===== src/rtl/iter_divider_pkg.sv =====
// Shared definitions for the iterative divider: FSM state encodings and handshake constants.
// Latency: n/a (definitions only).
// Backpressure: n/a (definitions only).
package iter_divider_pkg;

    // Divider control FSM states
    typedef enum logic [1:0] {
        DIV_IDLE = 2'b00,
        DIV_ZERO = 2'b01,
        DIV_ON   = 2'b10,
        DIV_END  = 2'b11
    } div_state_e;

    // Level of start_i that requests a new division
    localparam logic DivStart          = 1'b1;
    localparam logic DivStop           = 1'b0;

    // Level of ready_o when result_o carries a fresh result
    localparam logic DivResultReady    = 1'b1;
    localparam logic DivResultNotReady = 1'b0;

    // Annul request level
    localparam logic DivAnnul          = 1'b1;

endpackage


===== src/rtl/div_step.sv =====
// One restoring shift-subtract step: resolves a single quotient bit.
// Latency: purely combinational, chained STEP times per iteration cycle.
// Backpressure: none; the caller decides when the outputs are captured.
module div_step #(
    parameter int WIDTH = 32
) (
    input  logic [WIDTH-1:0] rem_i,
    input  logic [WIDTH-1:0] quot_i,
    input  logic [WIDTH-1:0] dvsr_i,
    output logic [WIDTH-1:0] rem_o,
    output logic [WIDTH-1:0] quot_o
);

    // Partial remainder shifted left with the next dividend bit; one extra
    // bit so a divisor with its MSB set still compares correctly.
    logic [WIDTH:0] shifted;
    logic [WIDTH:0] diff;
    logic           fits;

    assign shifted = {rem_i, quot_i[WIDTH-1]};
    assign diff    = shifted - {1'b0, dvsr_i};

    // Since rem_i < dvsr_i, a non-negative difference always fits in WIDTH
    // bits and a borrow always lands in the top bit.
    assign fits    = ~diff[WIDTH];

    // Restore on borrow, otherwise keep the difference and record a 1
    always_comb begin
        rem_o  = fits ? diff[WIDTH-1:0] : shifted[WIDTH-1:0];
        quot_o = {quot_i[WIDTH-2:0], fits};
    end

endmodule


===== src/rtl/iter_divider.sv =====
// Iterative signed/unsigned divider producing {remainder, quotient}, STEP quotient bits per cycle.
// Latency: ready_o pulses WIDTH/STEP+2 cycles after start (2 cycles for a zero divisor).
// Backpressure: start_i ignored while busy_o or in the result cycle; annul_i aborts a running divide.
module iter_divider
    import iter_divider_pkg::*;
#(
    parameter int WIDTH = 32,
    parameter int STEP  = 1
) (
    input  logic               clk,
    input  logic               resetn,
    input  logic               start_i,
    input  logic               signed_div_i,
    input  logic [WIDTH-1:0]   opdata1_i,
    input  logic [WIDTH-1:0]   opdata2_i,
    input  logic               annul_i,
    output logic               busy_o,
    output logic               ready_o,
    output logic [2*WIDTH-1:0] result_o,
    output logic               div_by_zero_o
);

    localparam int N     = WIDTH / STEP;
    localparam int CNT_W = $clog2(N + 1);

    div_state_e         state_q, state_d;
    logic [CNT_W-1:0]   cnt_q, cnt_d;
    logic [WIDTH-1:0]   rem_q, rem_d;
    logic [WIDTH-1:0]   quot_q, quot_d;
    logic [WIDTH-1:0]   dvsr_q, dvsr_d;
    logic               quot_neg_q, quot_neg_d;
    logic               rem_neg_q, rem_neg_d;
    logic [2*WIDTH-1:0] result_q, result_d;
    logic               dbz_q, dbz_d;

    logic               op1_neg;
    logic               op2_neg;
    logic [WIDTH-1:0]   op1_mag;
    logic [WIDTH-1:0]   op2_mag;
    logic               dvsr_is_zero;
    logic               last_iter;
    logic [WIDTH-1:0]   quot_fix;
    logic [WIDTH-1:0]   rem_fix;

    logic [WIDTH-1:0]   rem_chain  [STEP+1];
    logic [WIDTH-1:0]   quot_chain [STEP+1];

    // Operand magnitudes; the most-negative value maps to itself, which read
    // as unsigned is exactly its magnitude.
    always_comb begin
        op1_neg      = signed_div_i & opdata1_i[WIDTH-1];
        op2_neg      = signed_div_i & opdata2_i[WIDTH-1];
        op1_mag      = op1_neg ? -opdata1_i : opdata1_i;
        op2_mag      = op2_neg ? -opdata2_i : opdata2_i;
        dvsr_is_zero = (opdata2_i == '0);
    end

    // After N iterations the counter parks at N for the sign-fixup cycle
    assign last_iter = (cnt_q == CNT_W'(N));

    // Sign restoration: quotient negative when signs differ, remainder follows dividend
    always_comb begin
        quot_fix = quot_neg_q ? -quot_q : quot_q;
        rem_fix  = rem_neg_q  ? -rem_q  : rem_q;
    end

    assign rem_chain[0]  = rem_q;
    assign quot_chain[0] = quot_q;

    for (genvar g = 0; g < STEP; g++) begin : g_step
        div_step #(
            .WIDTH (WIDTH)
        ) u_div_step (
            .rem_i  (rem_chain[g]),
            .quot_i (quot_chain[g]),
            .dvsr_i (dvsr_q),
            .rem_o  (rem_chain[g+1]),
            .quot_o (quot_chain[g+1])
        );
    end

    // FSM state register
    always_ff @(posedge clk or negedge resetn) begin
        if (!resetn) begin
            state_q <= DIV_IDLE;
        end else begin
            state_q <= state_d;
        end
    end

    // Next-state logic and status outputs
    always_comb begin
        state_d = state_q;
        busy_o  = 1'b0;
        ready_o = DivResultNotReady;
        case (state_q)
            DIV_IDLE: begin
                if (start_i == DivStart) begin
                    state_d = dvsr_is_zero ? DIV_ZERO : DIV_ON;
                end
            end
            DIV_ZERO: begin
                busy_o  = 1'b1;
                state_d = (annul_i == DivAnnul) ? DIV_IDLE : DIV_END;
            end
            DIV_ON: begin
                busy_o = 1'b1;
                if (annul_i == DivAnnul) begin
                    state_d = DIV_IDLE;
                end else if (last_iter) begin
                    state_d = DIV_END;
                end
            end
            DIV_END: begin
                ready_o = DivResultReady;
                state_d = DIV_IDLE;
            end
            default: begin
                state_d = DIV_IDLE;
            end
        endcase
    end

    // Datapath next state: latch on accept, iterate in ON, publish result on entry to END
    always_comb begin
        cnt_d      = cnt_q;
        rem_d      = rem_q;
        quot_d     = quot_q;
        dvsr_d     = dvsr_q;
        quot_neg_d = quot_neg_q;
        rem_neg_d  = rem_neg_q;
        result_d   = result_q;
        dbz_d      = dbz_q;
        case (state_q)
            DIV_IDLE: begin
                if (start_i == DivStart) begin
                    cnt_d      = '0;
                    rem_d      = '0;
                    quot_d     = op1_mag;
                    dvsr_d     = op2_mag;
                    quot_neg_d = op1_neg ^ op2_neg;
                    rem_neg_d  = op1_neg;
                end
            end
            DIV_ZERO: begin
                if (annul_i != DivAnnul) begin
                    result_d = '0;
                    dbz_d    = 1'b1;
                end
            end
            DIV_ON: begin
                if (annul_i != DivAnnul) begin
                    if (last_iter) begin
                        result_d = {rem_fix, quot_fix};
                        dbz_d    = 1'b0;
                    end else begin
                        rem_d  = rem_chain[STEP];
                        quot_d = quot_chain[STEP];
                        cnt_d  = cnt_q + 1'b1;
                    end
                end
            end
            default: begin
            end
        endcase
    end

    // Datapath and result registers
    always_ff @(posedge clk or negedge resetn) begin
        if (!resetn) begin
            cnt_q      <= '0;
            rem_q      <= '0;
            quot_q     <= '0;
            dvsr_q     <= '0;
            quot_neg_q <= 1'b0;
            rem_neg_q  <= 1'b0;
            result_q   <= '0;
            dbz_q      <= 1'b0;
        end else begin
            cnt_q      <= cnt_d;
            rem_q      <= rem_d;
            quot_q     <= quot_d;
            dvsr_q     <= dvsr_d;
            quot_neg_q <= quot_neg_d;
            rem_neg_q  <= rem_neg_d;
            result_q   <= result_d;
            dbz_q      <= dbz_d;
        end
    end

    assign result_o      = result_q;
    assign div_by_zero_o = dbz_q;

endmodule


===== config.mk =====
export PLATFORM = sky130hd
export DESIGN_NAME = iter_divider
export DESIGN_NICKNAME = d
export VERILOG_FILES = /design/src/rtl/iter_divider_pkg.sv /design/src/rtl/div_step.sv /design/src/rtl/iter_divider.sv
export SDC_FILE = /design/constraint.sdc
export NUM_CORES = 1
export LEC_CHECK = 0
export ABC_CLOCK_PERIOD_IN_PS = 3500
export BUFFER_PORTS_ARGS = -buffer_cell sky130_fd_sc_hd__buf_2
export CORE_ASPECT_RATIO = 0.6
export CORE_MARGIN = 1
export CORE_UTILIZATION = 60
export CTS_CLUSTER_DIAMETER = 50
export DETAILED_ROUTE_END_ITERATION = 10
export PLACE_DENSITY = 0.82
export SLEW_MARGIN = 20
export SYNTH_ARGS = -nofsm -noshare
export SYNTH_HDL_FRONTEND = slang
export SYNTH_SLANG_ARGS = --single-unit

===== constraint.sdc =====
create_clock -name clk -period 3.5 [get_ports clk]
set_input_delay 0.35 -clock clk [delete_from_list [all_inputs] [get_ports clk]]
set_output_delay 0.35 -clock clk [all_outputs]
set_load 0.05 [all_outputs]

# Word-level counts from Yosys, hierarchy flattened
# Cells that the tools add are included.
# word_totals
register_bits	171
in_bits	69
out_inout_bits	67
elab_cells	71
# classes
add_sub_neg	6
eq_ne	10
mux	33
bitwise	4
n_reduce_logical	9
# op_table
operator	count
$mux W32	11
$mux W64	3
$neg A32 Y32	4
$pmux W32 S2	2
$pmux W64 S2	1
$sub A33 B32 Y33	1
$logic_not A32 Y1	1
$mux W6	3
$pmux W6 S2	1
$mux W2	5
$ne A2 B2 Y1 const B	5
$pmux W2 S4	1
$reduce_and A4 Y1	2
$add A6 B1 Y6 const B	1
$eq A6 B6 Y1 const B	1
$mux W1	5
$eq A2 B2 Y1 const B	2
$reduce_and A2 Y1	2
$reduce_bool A2 Y1	2
$ne A3 B3 Y1 const B	1
$and A1 B1 Y1	2
$eq A2 B1 Y1 const B	1
$logic_not A2 Y1	1
$pmux W1 S2	1
3 further kinds	3

# Logic depth before layout (Yosys ltp)
# Gate-level depths: netlist (run 1).
# depth
ltp_word	5
mapped_depth	13
depth_no_buf	12

# Modules after synthesis
# From an unflattened synthesis (run 1), not the netlist that was laid out.
# hier_totals
cells_unflattened	1412
area_unflattened_um2	11832.6
# modules_own_cells
module	instances	cells_per_inst	area_per_inst_um2
iter_divider	1	1069	9336.5
div_step	1	343	2496.1

# Worst setup path after synthesis (run 1)
# No wires, ideal clock.
# synth_timing
path_kind	register to register
from	register quot_q[31]
to	register rem_q[30]
setup_ns	0.087
arrival_time_ns	2.859
required_ns	3.413
path_slack_ns	0.555
stages_incl_launch_ff	13
path_buffers	0
synth_period_minus_slack_ns	2.945
cell_sequence	dfrtp_1 -> inv_1 -> ha_1 -> fa_1 -> nand2b_1 -> a21oi_1 -> o2111ai_1 -> a211oi_1 -> nor2_1 -> xnor2_2 -> nand2_1 -> a2111o_1 -> o211ai_1
# synth_via
elab_chain_len	5
# synth_rtl
element	line	source
from (decl)	iter_divider.sv:29	logic [WIDTH-1:0] quot_q, quot_d;
from (signal assigned)	iter_divider.sv:182	quot_q <= quot_d;
$sub A33 B32 Y33	div_step.sv:21	assign diff = shifted - {1'b0, dvsr_i};
$mux W32	div_step.sv:29	rem_o = fits ? diff[WIDTH-1:0] : shifted[WIDTH-1:0];
$mux W32	iter_divider.sv:153	if (last_iter) begin
$mux W32	iter_divider.sv:152	if (annul_i != DivAnnul) begin
$pmux W32 S2	iter_divider.sv:134	case (state_q)
to (signal assigned)	iter_divider.sv:181	rem_q <= rem_d;
to (decl)	iter_divider.sv:28	logic [WIDTH-1:0] rem_q, rem_d;
# Every way passes these cells. The select of a mux whose other input is x is not followed.
# A chain may end at the register's enable or synchronous reset.

# Worst setup path after layout (run 1)
# layout_timing
from	register quot_q[31]
to	register rem_q[15]
# The elaborated chain is that of the path after synthesis.

==> results of run 1 <==
layout make-up:
type / count / area (um^2)
clock buffer: 18 / 429
fill: 1450 / 5210
clock inverter: 14 / 196
inverter: 51 / 191
tap: 240 / 300
timing repair buffer: 180 / 1050
sequential: 171 / 4280
multi-input combinational: 1092 / 6700
flip-flops by register name, summed over array words and instances (netlist names):
signal / count
cnt_q: 6
dvsr_q: 32
quot_q: 32
div_by_zero_o: 1
rem_q: 32
state_q: 2
result_o: 64
rem_neg_q: 1
quot_neg_q: 1
where the power goes:
part           internal (mW)  leakage, nW  switching, mW
combinational           3.50         3.50           6.22
sequential              2.74         2.27           1.03
clock                   1.15        0.300          0.869
cell families (layout without fill, tap and decap cells):
family | Yosys count | in the layout | share of synthesized area [%]
buffers and inverters | 124 | 263 | 4.10
muxes | 21 | 21 | 1.85
adders and majority gates | 43 | 43 | 4.78
AOI/OAI and AO/OA | 414 | 414 | 21.2
xor gates and xnor gates | 140 | 140 | 10.8
and+or+nand+nor | 474 | 474 | 19.8
DFF | 171 | 171 | 37.5
worst max path at each step:
stage / end / start / cells past startpoint / slack (ns)
after CTS: rem_q[2] / quot_q[31] / 14 / 0.18
after global placement: rem_q[8] / quot_q[31] / 13 / 0.33
final: rem_q[15] / quot_q[31] / 14 / 0.26
after detailed placement: rem_q[2] / quot_q[31] / 14 / 0.20
after global routing: rem_q[18] / quot_q[31] / 14 / 0.03
after floorplan: rem_q[30] / quot_q[31] / 12 / 0.55
layout by cell type (no fill, tap or decap), types with 47 or more instances in the layout:
| master | instances |
|---|---|
| xnor2_1 | 47 |
| nand2_1 | 200 |
| inv_1 | 51 |
| dfrtp_1 | 171 |
| nand3_1 | 68 |
| xor2_1 | 92 |
| a21oi_1 | 95 |
| o21ai_0 | 185 |
| nor2_1 | 75 |
| buf_2 | 134 |
what timing repair did:
item                                    4_1_cts  5_1_grt
resized for setup                             0        2
endpoints found under the setup margin        0       25
endpoints found under the hold margin        56        0
setup buffers                                 0        6
hold buffers                                  1        0
per-layer routing:
metal	wire, um	GRT usage, %
met1	16400	57.0
met2	12200	43.6
met3	4550	12.2
met4	156	5.25
met5	0	0
stage by stage:
step / cell area (um^2) / hold slack (ns) / cells / power, mW / utilization (%)
after floorplan: 11400 / 0.0544 / 1387 / 10.3 / -
after global placement: 12500 / 0.350 / 1727 / 12.8 / 67.9
after detailed placement: 12500 / 0.351 / 1727 / 13.0 / 67.9
after CTS: 13100 / 0.213 / 1760 / 15.1 / 71.3
after global routing: 13100 / 0.215 / 1766 / 16.6 / 71.6
final: 13100 / 0.213 / 1766 / 15.5 / 71.6
worst max-delay path, cell delays in order (launching register included):
cell and delay (ns):
dfrtp_1 0.37, inv_1 0.08, ha_1 0.22, fa_1 0.38, nand2b_1 0.20, a21oi_1 0.19
o2111ai_1 0.26, a211oi_2 0.24, nor2_1 0.05, buf_4 0.16, xnor2_4 0.31, buf_4 0.17
buf_4 0.17, mux2i_1 0.19, o21ai_0 0.11
==> reports/qor.yml, run 1 <==
run_status:
  status: "finished clean"
route:
  vias: 10919
  dr.pass1.iters: 5
  drcViolationCount: 0
  drt-total-wl_um: 33300
  viasPerCell: 6.18
  routedWlPerCell_um: 18.8
  postRouteAntennaNets: 0
  drtIter0Drc: 1018
clock_network:
  clock_path_buffers: 2
  clk_latency_ns: 0.43
  cts.sinks: 171
  cts.clk_slew.worst_paths_ns: 0.07
  clk_root_buffer_cell: "clkbuf_16"
  numCtsBuffers: 17
  cts_tree: "done"
  htreeDepth: 4
critical_path:
  rrSetupSlack_ns: 0.26
  reg2regPathDepth: 14
  worstPathRequired_ns: 3.79
  crit_arrival_ns: 3.53
  critPathMaxFanout: 8
  crit_type: "reg -> reg"
  reg2reg_to: "rem_q[15]"
  worstSetupStartpointType: "register"
  worst_setup_path_end_kind: "register"
  r2r-start: "quot_q[31]"
placed_design:
  gp_congestion: 1.03
  hpwl_um: 25200
  io_buffer_count: 135
  place_ws_ns: 0.198
die:
  io_pins: 136
  fp.dieW_um: 180
  core-area_um2: 18400
  row_count: 38
  die_y_um: 109
  die_area_um2: 19600
  initial_core_util_pct: 62.2
power_and_ir_drop:
  p_leak_nw: 6.07
  p_per_area_nw_per_um2: 1180
  ir_worst_vdd_mv: 0.659
synth:
  avgSynthCellArea_um2: 8.23
  mappedNetlistNets: 1499
  synth_cell_type_count: 63
  yosys_warnings: 0
  ys.flop_type: "dfrtp_1"
  synth_enable_flop_cells: 0
  synth_area_um2: 11400
  synth_common_cells: "201 x nand2_1, 185 x o21ai_0, 171 x dfrtp_1, 95 x a21oi_1, 92 x xor2_1"
  synth_cells: 1387
  synth_top_area_share_pct: 37.5
  synthTopCellsByArea: "dfrtp_1 37%, o21ai_0 8.1%, xor2_1 7.1%"
  synth_most_common_cell: "nand2_1"
  synthArstFlopShare_pct: 100
  seq_area_frac_synth_pct: 37.5
  ys_ff_latch: 171
  yosys.area.top_type: "dfrtp_1"
layout:
  n_antenna_cell: 0
  drive_above_1_share_pct: 15.0
  area_growth_pct: 15.1
  nets: 1625
sta:
  rsz0062_at_grt: "false"
  min_period_ns: 3.24
  slew_viol_final: 0
  setup_tns_ns: 0
  skew_ns: 0.00895
  min_period_over_period_pct: 92.5
  worst_pin_slew_ns: 0.945
  slew_headroom_pct: 37.0
  hold_viol: 0
  fin_ws_ns: 0.261
  clock.fmax_mhz: 309
  setup_viol: 0
hold_path:
  holdPathEnd: "dvsr_q[23]"
  min_from: "opdata2_i[23]"
  whs_path_depth: 3
  hp-class: "in -> reg"
global_route:
  antenna_found_initial: 0
  grt_max_degree: 116
  grt_pass1_wl_um: 53000
  grt.overflow.total: 0
  grt.total_usage_pct: 35.1
  grt_pass1_vias: 9633
flow_run:
  maxCapViolCount: 0
(Power assumes the default switching activity.)
==> run 2, diff against run 1 <==
--- a/config.mk
+++ b/config.mk
@@ -7,13 +7,13 @@
 export LEC_CHECK = 0
 export ABC_CLOCK_PERIOD_IN_PS = 3500
 export BUFFER_PORTS_ARGS = -buffer_cell sky130_fd_sc_hd__buf_2
-export CORE_ASPECT_RATIO = 0.6
+export CORE_ASPECT_RATIO = 0.8
 export CORE_MARGIN = 1
 export CORE_UTILIZATION = 60
 export CTS_CLUSTER_DIAMETER = 50
 export DETAILED_ROUTE_END_ITERATION = 10
 export PLACE_DENSITY = 0.82
-export SLEW_MARGIN = 20
+export SLEW_MARGIN = 0
 export SYNTH_ARGS = -nofsm -noshare
 export SYNTH_HDL_FRONTEND = slang
 export SYNTH_SLANG_ARGS = --single-unit
==> reports/qor.yml, run 2 (synthesis results as in run 1) <==
die:
  fp.dieW_um: 156  # -13%
  row_count: 44  # +16%
  die_area_um2: 19600  # about the same
  initial_core_util_pct: 62.1  # -0.12 points
  core-area_um2: 18400  # +0.19%
  io_pins: 136  # unchanged
  die_y_um: 125  # +15%
critical_path:
  worstPathRequired_ns: 3.80  # about the same
  crit_arrival_ns: 3.63  # +0.10 ns
  worst_setup_path_end_kind: "register"
  crit_type: "reg -> reg"
  critPathMaxFanout: 29  # +21
  worstSetupStartpointType: "register"
clock_network:
  numCtsBuffers: 17  # unchanged
  hold_buffers: 0  # -1
  clock_path_buffers: 2  # unchanged
  clk_root_buffer_cell: "clkbuf_16"
  cts.sinks: 171  # unchanged
  htreeDepth: 4  # unchanged
  clk_latency_ns: 0.44  # about the same
  cts.clk_slew.worst_paths_ns: 0.07  # about the same
  cts_tree: "done"
placed_design:
  gp_congestion: 0.932  # -9.9%
  io_buffer_count: 135  # unchanged
  hpwl_um: 23500  # -6.6%
  place_ws_ns: 0.239  # +0.0404 ns
  placedInstanceArea_um2: 12400  # -0.63%
power_and_ir_drop:
  ir_worst_vdd_mv: 0.571  # -13%
  p_per_area_nw_per_um2: 1160  # -1.8%
  power_mw: 15.0  # -3.0%
  p_leak_nw: 5.97  # -1.8%
route:
  drt-total-wl_um: 31400  # -5.5%
  dr.pass1.iters: 5  # unchanged
  drtIter0Drc: 1213  # +19%
  postRouteAntennaNets: 0  # unchanged
  drcViolationCount: 0  # unchanged
  vias: 10595  # -3.0%
  routedWlPerCell_um: 17.9  # -5.2%
  viasPerCell: 6.02  # -2.6%
sta:
  setup_viol: 0  # unchanged
  min_period_over_period_pct: 95.0  # +2.5 points
  fin_ws_ns: 0.174  # -0.0871 ns
  skew_ns: 0.00832  # -0.000628 ns
  slew_headroom_pct: 35.5  # -1.5 points
  hold_viol: 2  # +2
  worst_pin_slew_ns: 0.967  # +0.0220 ns
  min_period_ns: 3.33  # +0.0871 ns
  hold_ws_ns: -0.00626  # -0.220 ns
  slew_viol_final: 0  # unchanged
  rsz0062_at_grt: "true"
  clock.fmax_mhz: 301  # -2.6%
layout:
  drive_above_1_share_pct: 14.0  # -1.0 points
  n_antenna_cell: 0  # unchanged
  fin_area_um2: 13000  # -1.2%
  nets: 1607  # -1.1%
  fillers: 1503  # +3.7%
  final_cell_mix: "200 x nand2_1, 185 x o21ai_0, 171 x dfrtp_1"
  largest_reg_flops: 64  # unchanged
  area_growth_pct: 13.7
  final_common_cell: "nand2_1"
global_route:
  grt_max_degree: 95  # -18%
  grt.total_usage_pct: 33.6  # -1.5 points
  grt.overflow.total: 0  # unchanged
  grt_pass1_vias: 9566  # -0.70%
  antenna_found_initial: 0  # unchanged
  grt_pass1_wl_um: 51100  # -3.6%
run_status:
  status: "complete, but fails checks"
  violations: "negative hold slack"
hold_path:
  hp-class: "in -> async"
flow_run:
  maxCapViolCount: 0  # unchanged
## run 2: critical path, cell delays in order (launching register included)
cell       delay (ns)
dfrtp_1          0.35
inv_1            0.08
ha_1             0.21
fa_1             0.38
nand2b_1         0.19
a21oi_1          0.20
o2111ai_1        0.24
a211oi_1         0.25
nor2_1           0.06
buf_4            0.16
xnor2_4          0.27
buf_4            0.43
mux2i_1          0.24
o21ai_0          0.12
## run 2: area by class of cell
| cell class | instances | area (um^2) | share of cell area, % |
|---|---|---|---|
| multi-input combinational | 1092 | 6690 | 51.5 |
| sequential | 171 | 4280 | 33.0 |
| timing repair buffer | 162 | 897 | 6.91 |
| clock buffer | 17 | 425 | 3.28 |
| tap | 253 | 317 | 2.44 |
| inverter | 51 | 191 | 1.47 |
| clock inverter | 14 | 186 | 1.44 |
## run 2: path summary, 6_finish.rpt
path | end | from | slack (ns) | cells past startpoint
max | rem_q[3] | quot_q[31] | 0.17 | 13
min | quot_q[8] | resetn | -0.006 | 1
max reg2reg | rem_q[3] | quot_q[31] | 0.17 | 13
min reg2reg | div_by_zero_o | div_by_zero_o | 0.47 | 2
max in group asynchronous | dvsr_q[6] | resetn | 2.56 | 2
min in group clk | dvsr_q[23] | opdata2_i[23] | 0.20 | 3
## run 2: per-stage QoR
| step | hold WS, ns | TNS (ns) | util, % | cells |
|---|---|---|---|---|
| floorplan | 0.0544 | 0 | - | 1387 |
| global placement | 0.457 | 0 | 67.3 | 1729 |
| detailed placement | 0.459 | 0 | 67.3 | 1729 |
| CTS | 0.0236 | 0 | 70.6 | 1760 |
| global route | 0.0789 | -1.78 | 70.6 | 1760 |
| finish | -0.00626 | 0 | 70.6 | 1760 |
## run 2: power by group
part	switching [mW]	leakage (nW)	internal, mW	total (mW)
registers	1.06	2.27	2.74	3.80
clock network	0.847	0.292	1.14	1.99
logic	5.98	3.40	3.28	9.27
total	7.88	5.97	7.16	15.0
## run 2: repair_timing
action / CTS / global route
hold endpoints to repair: 0 / 0
setup buffers: 0 / 0
resized for setup: 0 / 0
setup endpoints to repair: 0 / 24
## run 2: routing by layer
layer / wire [um] / track usage, % / up-vias
met5: 0 / 0 / -
met4: 257 / 7.55 / 0
met3: 3440 / 8.08 / 21
met2: 11900 / 43.1 / 511
met1: 15800 / 55.4 / 4934
li1: - / - / 5129
==> run 3, diff against run 2 <==
--- a/config.mk
+++ b/config.mk
@@ -7,12 +7,14 @@
 export LEC_CHECK = 0
 export ABC_CLOCK_PERIOD_IN_PS = 3500
 export BUFFER_PORTS_ARGS = -buffer_cell sky130_fd_sc_hd__buf_2
+export CELL_PAD_IN_SITES_DETAIL_PLACEMENT = 2
+export CELL_PAD_IN_SITES_GLOBAL_PLACEMENT = 2
 export CORE_ASPECT_RATIO = 0.8
 export CORE_MARGIN = 1
-export CORE_UTILIZATION = 60
+export CORE_UTILIZATION = 36
 export CTS_CLUSTER_DIAMETER = 50
 export DETAILED_ROUTE_END_ITERATION = 10
-export PLACE_DENSITY = 0.82
+export PLACE_DENSITY_LB_ADDON = 0.1
 export SLEW_MARGIN = 0
 export SYNTH_ARGS = -nofsm -noshare
 export SYNTH_HDL_FRONTEND = slang
==> reports/qor.yml, run 3 (synthesis results as in run 1) <==
layout:
  final_cell_mix: "199 x nand2_1, 185 x o21ai_0, 171 x dfrtp_1"
  fin_cells: 1941  # +10%
  multi_input_comb_area_um2: 6700  # +0.21%
  nets: 1627  # +1.2%
  final_common_cell: "nand2_1"
  final-seq-area_um2: 4280  # unchanged
  n_antenna_cell: 0  # unchanged
  area_growth_pct: 17.0
  largest_reg_flops: 64  # unchanged
  fillers: 3558  # +140%
  utilization_pct: 43.4  # -27 points
  drive_above_1_share_pct: 15.2  # +1.2 points
route:
  drt-total-wl_um: 42200  # +34%
  vias: 10855  # +2.5%
  dr_wl_met3_um: 1750  # -49%
  wl_met1_um: 23100  # +46%
  dr_wl_met2_um: 17200  # +45%
  drcViolationCount: 0  # unchanged
  postRouteAntennaNets: 0  # unchanged
  routedWlPerCell_um: 21.8  # +22%
  viasPerCell: 5.59  # -7.1%
  top_layer: "met4"
  dr.pass1.iters: 5  # unchanged
  drtIter0Drc: 541  # -55%
clock_network:
  clock_path_buffers: 2  # unchanged
  cts.clk_slew.worst_paths_ns: 0.07  # about the same
  cts.sinks: 171  # unchanged
  cts_tree: "done"
  numCtsBuffers: 17  # unchanged
  clk_root_buffer_cell: "clkbuf_16"
  clk_latency_ns: 0.45  # about the same
  htreeDepth: 4  # unchanged
critical_path:
  reg2reg_to: "rem_q[4]"
  r2r-start: "dvsr_q[27]"
  critPathMaxFanout: 19  # -34%
  crit_arrival_ns: 3.56  # -0.07 ns
  startpoint: "dvsr_q[27]"
  max_stage_delay_ns: 0.45  # +0.02 ns
  reg2regPathDepth: 12  # -1
  cp_cell_sequence: "inv_1 -> ha_1 -> a21oi_1 -> o21ai_0 -> o211ai_1 -> o211ai_1 -> nor2_1 -> xnor2_4 -> buf_12 -> buf_12 -> mux2i_1 -> o21ai_0"
  worst_setup_path_end_kind: "register"
  crit_type: "reg -> reg"
  crit_slowest_cell: "nor2_1"
  rrSetupSlack_ns: 0.25  # +0.08 ns
  worstSetupStartpointType: "register"
  worstPathRequired_ns: 3.81  # about the same
  worstSetupEndpoint: "rem_q[4]"
die:
  fp.dieW_um: 201  # +29%
  die_y_um: 161  # +29%
  die_area_um2: 32400  # +66%
  io_pins: 136  # unchanged
  core-area_um2: 30800  # +68%
  row_count: 57  # +30%
  initial_core_util_pct: 37.1  # -25 points
global_route:
  grt_max_degree: 116  # +22%
  grt.overflow.total: 0  # unchanged
  grt.total_usage_pct: 26.8  # -6.8 points
  grt_pass1_wl_um: 67700  # +32%
  grt_pass1_vias: 11390  # +19%
  antenna_found_initial: 0  # unchanged
sta:
  slew_headroom_pct: 30.7  # -4.8 points
  min_period_over_period_pct: 92.8  # -2.3 points
  worst_pin_slew_ns: 1.04  # +0.0715 ns
  rsz0062_at_grt: "false"
  slew_viol_final: 0  # unchanged
  clock.fmax_mhz: 308  # +2.4%
  hold_ws_ns: 0.232  # +0.239 ns
  setup_viol: 0  # unchanged
  hold_viol: 0  # -2
  setup_tns_ns: 0  # unchanged
  skew_ns: 0.0146  # +0.00630 ns
  min_period_ns: 3.25  # -0.0794 ns
run_status:
  status: "finished clean"
power_and_ir_drop:
  ir_worst_vdd_mv: 0.454  # -20%
  p_per_area_nw_per_um2: 1190  # +3.0%
  p_leak_nw: 6.08  # +2.0%
placed_design:
  io_buffer_count: 135  # unchanged
  dpl.cell_count: 1906  # +10%
  gp_congestion: 0.890  # -4.5%
  hpwl_um: 32200  # +37%
hold_path:
  hp-class: "in -> reg"
flow_run:
  maxCapViolCount: 0  # unchanged
[run 3: cell count changes in the layout (fill, tap and decap cells not counted), moves of 2 or more]
cell        delta
clkinvlp_4     -2
buf_12         +2
inv_6          +3
buf_4         +17
[run 3: repair_timing]
action	CTS	global route
endpoints found under the hold margin	71	0
hold buffers	1	0
setup buffers	0	2
resized for setup	0	2
endpoints found under the setup margin	0	31
[run 3: worst min-delay path by stage]
stage                        from  slack [ns]            to  cells after the start
global route        opdata2_i[31]        0.23    dvsr_q[31]                      3
detailed placement         resetn        0.45  result_o[11]                      1
floorplan                  resetn        0.05      cnt_q[0]                      0
global placement           resetn        0.44  result_o[11]                      1
finish              opdata2_i[31]        0.23    dvsr_q[31]                      3
CTS                 opdata2_i[31]        0.22    dvsr_q[31]                      3
[run 3: final cells by class]
type	instances	area share, %
well taps	413	3.87
repair buffers	182	8.04
flip-flops and latches	171	32.0
clock buffers	18	3.21
clock inverters	14	1.29
multi-input cells	1092	50.1
inverters	51	1.43
[run 3: layer usage]
layer / track usage (%) / vias up
met5: 0 / -
met1: 42.8 / 5472
met2: 37.7 / 210
met3: 4.16 / 15
li1: - / 5158
met4: 4.44 / 0
[run 3: critical path: cells and delay by family, from the launching register on]
family | cells | cell delay, ns
simple gates | 1 | 0.45
buf+inv | 3 | 0.38
compound gates | 5 | 1.05
mux | 1 | 0.24
fa+ha+maj | 1 | 0.40
xor+xnor | 1 | 0.18
flops | 1 | 0.37
[run 3: stage by stage]
step	power, mW	cell area (um^2)	worst slack [ns]
floorplan	10.3	11400	0.555
global placement	13.3	12700	0.296
detailed placement	13.6	12700	0.0958
CTS	15.8	13300	0.0751
global route	17.1	13400	0.0249
finish	16.0	13400	0.253
[run 3: report_power, final]
group | switching, mW | total, mW | internal (mW)
sequential | 0.979 | 3.72 | 2.74
combinational | 6.70 | 10.2 | 3.52
clock | 0.941 | 2.02 | 1.08
total | 8.62 | 16.0 | 7.34
